$ cat src/rtl/uart_rx_msg_collector.sv
// uart_rx_msg_collector: qualifies UART receiver bytes and assembles NUM_BYTES good bytes into one message word
//
// Ports:
//   clk                 system clock, rising edge
//   reset               synchronous, active-high reset
//   i_start_bit_found   receiver detected a start bit
//   i_rx_data           received character
//   i_rx_ferror         framing error for i_rx_data
//   i_rx_perror         parity error for i_rx_data
//   i_rx_valid          data/flags valid (level, may be held several cycles)
//   o_rx_en             receiver enable
//   o_rx_baud_select    baud select, tied to BAUD_SEL
//   o_msg_data          last complete message, first byte in the MS lane
//   o_msg_valid         one-cycle strobe: o_msg_data just updated
//   o_msg_abort         one-cycle strobe: partial message discarded
//   o_byte_idx          bytes collected in the current message
//   o_ferr_count        framing errors seen, saturating
//   o_perr_count        parity errors seen, saturating
//
// Optional feature: define RX_TIMEOUT_EN to abort a partial message after
// TIMEOUT_CYCLES clocks without a capture event.
module uart_rx_msg_collector #(
   parameter int         DATA_W         = 8,
   parameter int         NUM_BYTES      = 4,
   parameter logic [2:0] BAUD_SEL       = 3'b111,
   parameter int         CNT_W          = 8,
   parameter int         TIMEOUT_CYCLES = 1000000
) (
   input  logic                          clk,
   input  logic                          reset,
   input  logic                          i_start_bit_found,
   input  logic [DATA_W-1:0]             i_rx_data,
   input  logic                          i_rx_ferror,
   input  logic                          i_rx_perror,
   input  logic                          i_rx_valid,
   output logic                          o_rx_en,
   output logic [2:0]                    o_rx_baud_select,
   output logic [NUM_BYTES*DATA_W-1:0]   o_msg_data,
   output logic                          o_msg_valid,
   output logic                          o_msg_abort,
   output logic [$clog2(NUM_BYTES)-1:0]  o_byte_idx,
   output logic [CNT_W-1:0]              o_ferr_count,
   output logic [CNT_W-1:0]              o_perr_count
);
   localparam int IW = $clog2(NUM_BYTES);

   typedef enum logic [1:0] {S_IDLE, S_WAIT, S_COMMIT} state_t;

   state_t                        r_state;
   state_t                        w_next;
   logic                          r_valid_d;
   logic [NUM_BYTES*DATA_W-1:0]   r_buf;
   logic [NUM_BYTES*DATA_W-1:0]   r_msg;
   logic                          r_msg_valid;
   logic                          r_msg_abort;
   logic [IW-1:0]                 r_byte_idx;
   logic [CNT_W-1:0]              r_ferr_cnt;
   logic [CNT_W-1:0]              r_perr_cnt;
   logic                          w_cap;
   logic                          w_good;
   logic                          w_bad;
   logic                          w_last;
   logic                          w_expire;

   // Only a rising edge of the valid level is a capture; it counts only while waiting for a byte.
   assign w_cap  = i_rx_valid && !r_valid_d;
   assign w_good = (r_state == S_WAIT) && w_cap && !(i_rx_ferror || i_rx_perror);
   assign w_bad  = (r_state == S_WAIT) && w_cap && (i_rx_ferror || i_rx_perror);
   assign w_last = r_byte_idx == IW'(NUM_BYTES - 1);

`ifdef RX_TIMEOUT_EN
   localparam int TW = $clog2(TIMEOUT_CYCLES + 1);
   logic [TW-1:0] r_to_cnt;
   logic          w_to_run;
   // COMMIT is excluded so a completing message can never be aborted.
   assign w_to_run = (r_byte_idx != '0 || r_state == S_WAIT) && r_state != S_COMMIT;
   // A capture in the expiry cycle wins over the timeout.
   assign w_expire = w_to_run && !w_cap && r_to_cnt == TW'(TIMEOUT_CYCLES - 1);
   always_ff @(posedge clk) begin
      if (reset || w_cap || !w_to_run || w_expire) r_to_cnt <= '0;
      else r_to_cnt <= r_to_cnt + 1'b1;
   end
`else
   // Timeout disabled: expiry is constant false.
   assign w_expire = TIMEOUT_CYCLES < 0;
`endif

   always_ff @(posedge clk) begin
      if (reset) r_state <= S_IDLE;
      else r_state <= w_next;
   end

   always_comb begin
      w_next = r_state;
      case (r_state)
         S_IDLE:   w_next = i_start_bit_found ? S_WAIT : S_IDLE;
         S_WAIT:   w_next = (w_good && w_last) ? S_COMMIT : (w_good || w_bad || w_expire) ? S_IDLE : S_WAIT;
         default:  w_next = S_IDLE;
      endcase
   end

   always_comb o_rx_en = r_state == S_WAIT;

   always_ff @(posedge clk) begin
      if (reset) begin
         r_valid_d   <= 1'b0;
         r_buf       <= '0;
         r_msg       <= '0;
         r_msg_valid <= 1'b0;
         r_msg_abort <= 1'b0;
         r_byte_idx  <= '0;
         r_ferr_cnt  <= '0;
         r_perr_cnt  <= '0;
      end else begin
         r_valid_d   <= i_rx_valid;
         r_msg_valid <= r_state == S_COMMIT;
         r_msg_abort <= w_bad || w_expire;
         if (r_state == S_COMMIT) r_msg <= r_buf;
         // Lane k sits at the top minus k lanes so the first byte is most significant.
         if (w_good) r_buf[(NUM_BYTES - 1 - int'(r_byte_idx))*DATA_W +: DATA_W] <= i_rx_data;
         if (w_bad || w_expire || r_state == S_COMMIT) r_byte_idx <= '0;
         else if (w_good && !w_last) r_byte_idx <= r_byte_idx + 1'b1;
         if (w_bad && i_rx_ferror && r_ferr_cnt != '1) r_ferr_cnt <= r_ferr_cnt + 1'b1;
         if (w_bad && i_rx_perror && r_perr_cnt != '1) r_perr_cnt <= r_perr_cnt + 1'b1;
      end
   end

   assign o_rx_baud_select = BAUD_SEL;
   assign o_msg_data       = r_msg;
   assign o_msg_valid      = r_msg_valid;
   assign o_msg_abort      = r_msg_abort;
   assign o_byte_idx       = r_byte_idx;
   assign o_ferr_count     = r_ferr_cnt;
   assign o_perr_count     = r_perr_cnt;
endmodule

$ cat config.mk
export PLATFORM = sky130hd
export DESIGN_NAME = uart_rx_msg_collector
export DESIGN_NICKNAME = d
export VERILOG_FILES = /design/src/rtl/uart_rx_msg_collector.sv
export SDC_FILE = /design/constraint.sdc
export NUM_CORES = 1
export LEC_CHECK = 0
export ABC_AREA = 1
export CAP_MARGIN = 0
export CELL_PAD_IN_SITES_DETAIL_PLACEMENT = 1
export CELL_PAD_IN_SITES_GLOBAL_PLACEMENT = 2
export CORE_MARGIN = 2
export CORE_UTILIZATION = 32
export DETAILED_ROUTE_END_ITERATION = 6
export PLACE_DENSITY_LB_ADDON = 0.1
export SLEW_MARGIN = 15
export SYNTH_ARGS = -nofsm -noshare
export SYNTH_HDL_FRONTEND = slang
export SYNTH_SLANG_ARGS = --single-unit
$ cat constraint.sdc
create_clock -name clk -period 3.9 [get_ports clk]
set_clock_uncertainty 0.2 [all_clocks]
set_input_delay 0.78 -clock clk [delete_from_list [all_inputs] [get_ports clk]]
set_output_delay 0.78 -clock clk [all_outputs]
set_load 0.02 [all_outputs]
==> out/qor.yml <==
sta:
  finalMaxSlewViolations: 0
  finalSetupViolCount: 0
  layout_setup_ws_ns: 1.265
  hold_ws_ns: 0.2747
  finalCriticalPeriod_ns: 2.636
  hold_viol: 0
  rsz0062_at_grt: "no"
  relSlewSlack_pct: 64.92
  worstMarginPinSlew_ns: 0.5245
  fmax_mhz: 379.4
  min_period_over_period_pct: 67.58
  fin_tns_setup_ns: 0
yosys:
  synth_compound_area_share_pct: 9.616
  syn_inst: 497
  synth-seq-area-share_pct: 44.92
  async_flop_share_pct: 0
  synthSimpleGateAreaFrac_pct: 35.50
  syn_area_per_cell_sq_um: 7.802
  yosysWarnings: 0
  synthTopCellsByArea: "dfxtp_1, nand2_1, nor2_2"
  synth_fa_ha_area_share_pct: 1.936
  synth_commonest_cells: "nand2_1, dfxtp_1, nor2_1, nor2_2, a22o_1"
  synth_top_family_by_area: "simple AND/OR/NAND/NOR gates"
  synth-xor-area-share_pct: 0.6776
  synthDistinctLibCells: 30
  synthFlopType: "dfxtp_1"
  synth_top_area_cell: "dfxtp_1"
  netlist.area_leader.share_pct: 44.92
  yosysMostFrequentCell: "nand2_1"
  ys_ff_latch: 87
  yosys-mux-area-fraction_pct: 0
  synth_edf_count: 0
  syn_area_sq_um: 3877
power:
  sw_frac_of_total_pct: 22.19
  power_frac_comb_pct: 5.6
  p_sw_uw: 431.1
  internal_power_mw: 1.512
  ir_drop_uv: 205.9
  seqPwrFrac_pct: 46.4
  finalPower_mw: 1.943
  p_clk_share_pct: 48.0
  power.density_nw_per_um2: 392.2
  power_leakage_nw: 1.991
route:
  drc_errors: 0
  dr.pass1.iters: 4
  dr_wl_met3_um: 276
  drtAntennaViolNets: 0
  vias: 3310
  dr.first_iter.drc_count: 121
  dr_wl_met2_mm: 4.516
  avgRoutedWirePerCell_um: 13.41
  via_per_inst: 4.655
  wl_met1_mm: 4.599
  highest_layer: "met4"
  drt_wl_total_mm: 9.535
floorplan:
  io_pins: 70
  die_h_um: 114.1
  rows: 40
  start_util_pct: 32.55
  core-area_sq_um: 11910
  dieArea_sq_um: 13010
  die_x_um: 114.1
cts:
  cts_resized: 0
  clk_latency_ns: 0.34
  cts_inserted_buffers: 9
  cts_tree: "done"
  clkTransAtPathRegs_ns: 0.06
  clock-root-buffer: "clkbuf_16"
  cts.sinks: 87
  htree_levels: 3
  cts_setup_buffers: 0
  clk_path_buf_depth: 2
  ctsHoldBuffers: 0
place:
  dp.cells: 695
  numPortBuffers: 66
  dp_worst_setup_slack_ns: 1.278
  post-dp-hpwl_mm: 6.935
  placed_cell_area_sq_um: 4629
  gp_congestion: 0.7543
run_status:
  status: "finished, final reports clean"
worst_setup_path:
  reg2reg_from: "o_byte_idx[0]$_SDFFE_PP0P_"
  crit_required_ns: 2.92
  start_kind: "flop"
  critPathMaxFanout: 6
  worst-setup-path-type: "reg -> out"
  worstRegToRegCells: 8
  critPathArrivalTime_ns: 1.66
  cp-end-kind: "output port"
  r2r_slack_ns: 1.41
  critPathLaunch: "r_state[0]$_SDFF_PP0_"
  r2r_end: "r_buf[18]$_SDFFE_PP0P_"
  crit_end: "o_rx_en"
cells_and_area:
  drive_gt1_share_pct: 16.31
  antennaDiodeCount: 0
  register_area_sq_um: 1742
  fillers: 1461
  nets: 579
  fin_util_pct: 41.59
  multi_input_area_sq_um: 1871
  synthToLayoutAreaGrowth_pct: 27.75
  final_cells: 711
  final_area_sq_um: 4954
hold_path:
  hp-class: "reg -> reg"
global_routing:
  grt_antenna_before_repair: 0
  grt_pass1_vias: 3403
  grt_use_total_pct: 15.82
  grt_max_degree: 34
  grt_first_pass_wirelength_mm: 16.39
  grt-ovfl-total: 0
job:
  drv_cap: 0
==> cells by family after synthesis <==
family,after synthesis
AO/OA/AOI/OAI,50
AND/OR/NAND/NOR,291
flip-flops,87
buffers and inverters,59
XOR/XNOR,3
other,1
adder cells (fa/ha/maj),6
==> sequential cells by signal, indices dropped and copies added, names as in the netlist <==
signal / cells
o_byte_idx: 2
o_ferr_count: 8
o_msg_abort: 1
o_msg_data: 32
o_msg_valid: 1
o_perr_count: 8
r_buf: 32
r_state: 2
r_valid_d: 1
==> worst max-delay path, cell delays in order (launching register included) <==
cell             delay, ns
dfxtp_1               0.49
inv_2                 0.06
nor2_2                0.14
clkdlybuf4s50_1       0.63
==> power groups by stage <==
stage	registers (mW)	logic, mW	clock network (mW)
detailed placement	0.922	0.109	0
floorplan	0.923	0.0675	0
global placement	0.922	0.109	0
finish	0.902	0.108	0.933
global route	0.903	0.121	1.00
CTS	0.902	0.110	0.961
==> worst min path at each step <==
| stage | end | slack (ns) | startpoint | depth (start not counted) |
|---|---|---|---|---|
| 2_1_floorplan | r_buf[1]$_SDFFE_PP0P_ | 0.26 | r_buf[1]$_SDFFE_PP0P_ | 2 |
| 3_3_place_gp | o_msg_data[8]$_SDFFE_PP0P_ | 0.26 | o_msg_data[8]$_SDFFE_PP0P_ | 1 |
| 3_5_place_dp | o_msg_data[23]$_SDFFE_PP0P_ | 0.26 | o_msg_data[23]$_SDFFE_PP0P_ | 1 |
| 4_1_cts | o_msg_data[30]$_SDFFE_PP0P_ | 0.28 | o_msg_data[30]$_SDFFE_PP0P_ | 1 |
| 5_1_grt | o_msg_data[17]$_SDFFE_PP0P_ | 0.29 | o_msg_data[17]$_SDFFE_PP0P_ | 1 |
| 6_report | o_msg_data[11]$_SDFFE_PP0P_ | 0.27 | o_msg_data[11]$_SDFFE_PP0P_ | 1 |
==> layer usage <==
metal  up-vias  track usage, %
met2        48           26.71
met5         -               0
met3         9           2.912
met4         0           5.854
met1      1557           20.18
li1       1696               -
==> final cells by class <==
type	instances	share of cell area, %
inverters	38	2.880
clock buffers	11	4.900
clock inverters	5	1.642
well taps	147	3.713
flip-flops and latches	87	35.16
repair buffers	70	13.94
multi-input cells	353	37.76
==> placed cells by master (no fill, tap or decap), drive strengths merged <==
cell / netlist / routed
a211oi: 1 / 1
a21oi: 7 / 7
a22o: 32 / 32
buf: 16 / 4
bufinv: 0 / 2
clkbuf: 5 / 11
clkdlybuf4s50: 0 / 66
clkinv: 2 / 4
clkinvlp: 0 / 1
conb: 1 / 3
dfxtp: 87 / 87
ha: 6 / 6
inv: 36 / 36
nand2: 138 / 138
nand3: 22 / 22
nand4: 3 / 3
nor2: 120 / 120
nor3: 8 / 8
o21ai: 10 / 10
xnor2: 1 / 1
xor2: 2 / 2
Power figures use the tool's default switching activity.
==> RTL edit 1, RTL diff (same settings) <==
`NUM_BYTES`: 4 -> 8.
--- a/src/rtl/uart_rx_msg_collector.sv
+++ b/src/rtl/uart_rx_msg_collector.sv
@@ -21,7 +21,7 @@
 // TIMEOUT_CYCLES clocks without a capture event.
 module uart_rx_msg_collector #(
    parameter int         DATA_W         = 8,
-   parameter int         NUM_BYTES      = 4,
+   parameter int         NUM_BYTES      = 8,
    parameter logic [2:0] BAUD_SEL       = 3'b111,
    parameter int         CNT_W          = 8,
    parameter int         TIMEOUT_CYCLES = 1000000
Ports: changed (resized o_byte_idx and o_msg_data); port bits go from 70 to 103. No check against the original RTL was run, so the function may have changed too.
==> RTL edit 1 against the original RTL <==
Worst hold slack got worse by 0.011 ns. Wire length rose by 93%. Sequential cell count rose by 65. Register-to-register slack got worse by 0.26 ns. Via count rose by 68%. Highest routed layer unchanged. Largest cell class is now registers. Power rose by 67%. Die area rose by 58%. Sequential power rose by 73%. Worst setup slack got worse by 0.12 ns. Core utilization fell by 0.42 points. Area after synthesis rose by 61%. Final area rose by 60%.
==> RTL edit 1: results (changes against the original RTL) <==
| Metric | Value |
|---|---|
| Met2 routed wirelength | 8090 um (+79%) |
| # diodes | 0 (unchanged) |
| Met1 wire length | 9560 um (+110%) |
| GP Congestion | 0.793 (+5.1%) |
| Net switching power | 806 uW (+87%) |
| CTS Buf Count | 17 (+8) |
| Later-pin clock latency in the skew report | 0.43 ns (+0.09 ns) |
| Hold path startpoint | r_buf[26]$_SDFFE_PP0P_ |
| Largest cells by area after synthesis | dfxtp_1 49%, nand2_1 12%, nor2_1 8.5% |
| Routed vias/inst | 4.71 (+1.2%) |
| Hold slack | 0.264 ns (-0.0109 ns) |
| Yosys cell types | 28 (-6.7%) |
| Post-placement cell area | 7380 um^2 (+59%) |
| Crit-path max FO | 16 (+10) |
| Pre-antenna DRT Iters | 4 (unchanged) |
| Gr usage total | 0.183 (+0.0251) |
| Post-CTS Setup Bufs | 0 (unchanged) |
| R2r worst-path depth | 7 (-1) |
| Wire per inst | 15.6 um (+17%) |
| Register area share after synthesis | 0.488 (+0.0392) |
| CP arrival | 2.87 ns (+1.21 ns) |
| Hold depth | 2 (+1) |
| R2R setup slack | 1.15 ns (-0.26 ns) |
| Post-layout nets | 921 (+59%) |
| Met3 Track Usage GR | 0.0403 (+0.0112) |
| Detail Route met3 WL | 585 um (+110%) |
| Vias in the first global route | 5,566 (+64%) |
| Initial DRC Count | 266 (+120%) |
| Termination of the worst setup path | r_buf[38]$_SDFFE_PP0P_ |
| M1 GR Usage | 0.260 (+0.0581) |
| DP HPWL | 13,100 um (+88%) |
| Highest metal used | met4 |
| Post-Synth Adder-Cell Area | 0.0100 (-0.00932) |
| First-pass GRT wire length | 29,600 um (+80%) |
| Commonest cells in the netlist | 201 x nand2_1, 152 x dfxtp_1, 141 x nor2_1 |
| Largest net degree at the start of global routing | 50 (+47%) |
| Root Driver | clkbuf_16 |
| Post-synthesis compound-gate area fraction | 0.138 (+0.0416) |
| Area share of xor/xnor cells in the synthesized design | 0.00281 (-0.00397) |
| Hold Path Sink | r_buf[26]$_SDFFE_PP0P_ |
| Reg2Reg Launch Point | o_byte_idx[0]$_SDFFE_PP0P_ |
| Port Buffer Count | 99 (+50%) |
| Measured slew at the worst slew-check pin | 0.854 ns (+0.329 ns) |
| Leakage power | 3.10 nW (+56%) |
| VDD IR max | 0.284 mV (+38%) |
| Met2 GRT Util | 0.278 (+0.0109) |
| Setup CP Type | reg2reg |
| Fraction of layout cells with a size suffix above 1 | 0.0601 (-0.103) |
| CTS H-tree depth | 4 (+1) |
| Status | finished, final reports clean |
==> RTL edit 1: cell types whose count changed in the layout (fill, tap and decap cells not counted), sizes merged, moves of 2 or more <==
cell	delta
clkbuf	+7
a21oi	+46
o21ai	+23
nor3	+3
bufinv	-2
a22o	+16
clkdlybuf4s50	+33
nor2	+30
nand3b	+4
clkinvlp	+4
nand3	+31
nand2	+66
dfxtp	+65
inv	+26
==> RTL edit 1: kinds of logic (layout without fill, tap and decap cells) <==
logic type | Yosys count | in the layout
other | 1 | 3
flip-flops | 152 | 152
AO/OA/AOI/OAI | 135 | 135
adder cells (fa/ha/maj) | 5 | 5
buffers and inverters | 98 | 192
XOR/XNOR | 2 | 2
AND/OR/NAND/NOR | 426 | 426
==> RTL edit 1: final cells by class <==
class	count	area [um^2]
flip-flops and latches	152	3040
well taps	265	332
multi-input cells	571	2770
clock buffers	18	439
clock inverters	14	115
repair buffers	103	1020
inverters	57	214
fillers	2343	11300
==> RTL edit 1: stage by stage <==
stage               power (mW)  setup WS [ns]  instances
floorplan                 1.68           1.84        821
global placement          1.72          0.904       1148
detailed placement        1.73          0.741       1148
CTS                       3.29           1.17       1180
global route              3.37          0.922       1180
finish                    3.25           1.15       1180
==> RTL edit 1: power by group through the flow <==
stage | registers, mW | logic [mW] | clock network (mW)
2_1_floorplan | 1.60 | 0.0777 | 0
3_3_place_gp | 1.60 | 0.127 | 0
3_5_place_dp | 1.60 | 0.130 | 0
4_1_cts | 1.56 | 0.131 | 1.60
5_1_grt | 1.56 | 0.141 | 1.67
6_report | 1.56 | 0.129 | 1.55
==> RTL edit 1: worst max-delay path, cell delays in order, from the launching register on <==
cell and delay [ns]:
dfxtp_1 0.53, ha_1 0.46, inv_1 0.38, nand4_1 0.23, nor2_2 0.54, nand3_1 0.15, nand2_1 0.11, nor2_1 0.04
==> RTL edit 2, RTL diff (config.mk and constraints unchanged) <==
Without the edit above. Remove the register `r_msg_abort`: a continuous assignment takes its place, so the output `o_msg_abort` follows one clock earlier.
--- a/src/rtl/uart_rx_msg_collector.sv
+++ b/src/rtl/uart_rx_msg_collector.sv
@@ -107,14 +107,12 @@
          r_buf       <= '0;
          r_msg       <= '0;
          r_msg_valid <= 1'b0;
-         r_msg_abort <= 1'b0;
          r_byte_idx  <= '0;
          r_ferr_cnt  <= '0;
          r_perr_cnt  <= '0;
       end else begin
          r_valid_d   <= i_rx_valid;
          r_msg_valid <= r_state == S_COMMIT;
-         r_msg_abort <= w_bad || w_expire;
          if (r_state == S_COMMIT) r_msg <= r_buf;
          // Lane k sits at the top minus k lanes so the first byte is most significant.
          if (w_good) r_buf[(NUM_BYTES - 1 - int'(r_byte_idx))*DATA_W +: DATA_W] <= i_rx_data;
@@ -125,6 +123,8 @@
       end
    end
 
+   assign r_msg_abort = w_bad || w_expire;
+
    assign o_rx_baud_select = BAUD_SEL;
    assign o_msg_data       = r_msg;
    assign o_msg_valid      = r_msg_valid;
Formal check against the unedited RTL: not equivalent (a bounded check fails within 4 cycles, from zero or initial values and one cycle with reset high).
==> RTL edit 2 against the original RTL <==
Core utilization is 0.60 points higher. Area after synthesis is 3.6% lower. Final area is 2.8% lower. First-iteration DRC count is 44% lower. Sequential cell count is 1 lower. Combinational power is 8% higher. Wire length is 1.5% lower. Power is 0.59% higher. Count of clock-buffer cells in the layout is 1 lower. Fmax is 21% lower. Register-to-register slack better by 0.12 ns. Worst setup slack worse by 0.69 ns.
==> RTL edit 2: results (changes against the original RTL) <==
| Metric | Value |
|---|---|
| Hold Path Sink | o_msg_data[23]$_SDFFE_PP0P_ |
| Largest net degree at the start of global routing | 47 (+38%) |
| Status | finished, final reports clean |
| Pre-CTS setup slack | 0.583 ns (-0.695 ns) |
| Fraction of layout cells with a size suffix above 1 | 0.0613 (-0.102) |
| Largest cells by area after synthesis | dfxtp_1 46%, nand2_1 14%, nor2_1 12% |
| DP HPWL | 6840 um (-1.4%) |
| Hold slack | 0.259 ns (-0.0161 ns) |
| Post-Synth Adder-Cell Area | 0.0201 (+0.000733) |
| Reg clk slew, reported paths | 0.06 ns (about the same) |
| Area share of xor/xnor cells in the synthesized design | 0.00938 (+0.00260) |
| Crit-path max FO | 4 (-2) |
| VDD IR max | 0.201 mV (-2.5%) |
| Commonest cells in the netlist | 136 x nand2_1, 116 x nor2_1, 86 x dfxtp_1 |
| GP Congestion | 0.766 (+1.5%) |
| Vias in the first global route | 3,408 (+0.15%) |
| Hold depth | 2 (+1) |
| Total number of vias | 3,335 (+0.76%) |
| Slowest cell on the critical path | clkdlybuf4s50_1 |
| Pre-antenna DRT Iters | 4 (unchanged) |
| CTS resizes | 0 (unchanged) |
| Leakage power | 2.04 nW (+2.4%) |
| CP arrival | 2.35 ns (+0.69 ns) |
| Register area share after synthesis | 0.461 (+0.0116) |
| Wire per inst | 13.2 um (-1.9%) |
| Post-CTS Setup Bufs | 0 (unchanged) |
| Post-placement cell area | 4490 um^2 (-3.1%) |
| Initial DRC Count | 68 (-44%) |
| Gr usage total | 0.159 (+0.000432) |
| Placed Instances | 698 (+0.43%) |
| First-pass GRT wire length | 16,100 um (-1.6%) |
| Final cell count without fillers | 714 (+0.42%) |
| Post-Syn Instances | 504 (+1.4%) |
| Post-layout nets | 586 (+1.2%) |
| Worst flop-to-flop path endpoint | r_buf[16]$_SDFFE_PP0P_ |
| Yosys cell types | 30 (unchanged) |
| Root Driver | clkbuf_16 |
| Post-synthesis compound-gate area fraction | 0.0941 (-0.00205) |
| R2r worst-path depth | 10 (+2) |
| Slew margin rel. | 0.482 (-0.167) |
| R2R setup slack | 1.53 ns (+0.12 ns) |
| Crit path launch | i_rx_valid |
| Hold path startpoint | o_msg_data[23]$_SDFFE_PP0P_ |
| Worst min-delay path class | reg2reg |
RTL edit 2: cell count changes in the layout (fill, tap and decap cells not counted), moves of 4 or more:
| cell | unedited run | this run |
|---|---|---|
| nor2_1 | 63 | 115 |
| nor2_2 | 53 | 3 |
| inv_1 | 30 | 41 |
| o21ai_1 | 7 | 0 |
| nand2_1 | 130 | 136 |
| nor3_1 | 7 | 1 |
| nand2_2 | 7 | 3 |
| nor2_4 | 0 | 4 |
| o21ai_0 | 3 | 7 |
RTL edit 2: worst max path at each step:
| stage | to | slack (ns) | cells past startpoint |
|---|---|---|---|
| 6_report | o_msg_abort | 0.57 | 6 |
| 5_1_grt | o_msg_abort | 0.45 | 6 |
| 4_1_cts | o_msg_abort | 0.57 | 6 |
| 3_5_place_dp | o_msg_abort | 0.58 | 6 |
| 3_3_place_gp | o_msg_abort | 0.61 | 6 |
| 2_1_floorplan | o_msg_abort | 1.54 | 4 |
RTL edit 2: where the power goes:
part	internal (mW)	switching (mW)
clock	0.582	0.358
combinational	0.0445	0.0728
sequential	0.887	0.0112
RTL edit 2: per-layer routing:
layer,track usage,share of wire,vias to the layer above,wire [um]
met1,0.193,0.47,1565,4380
li1,-,-,1708,-
met3,0.0329,0.033,12,312
met2,0.272,0.48,50,4510
met5,0,0,-,0
met4,0.0683,0.021,0,194
RTL edit 2: layout make-up:
class,instances,area [um^2]
sequential,86,1720
multi-input combinational,356,1740
clock inverter,6,92.6
tap,143,179
inverter,45,169
fill,1431,6600
clock buffer,10,239
timing repair buffer,68,676
RTL edit 2: worst max-delay path: cells and delay by family:
| kind | cells | cell delay [ns] |
|---|---|---|
| simple gates | 3 | 0.42 |
| buf+inv | 3 | 1.15 |
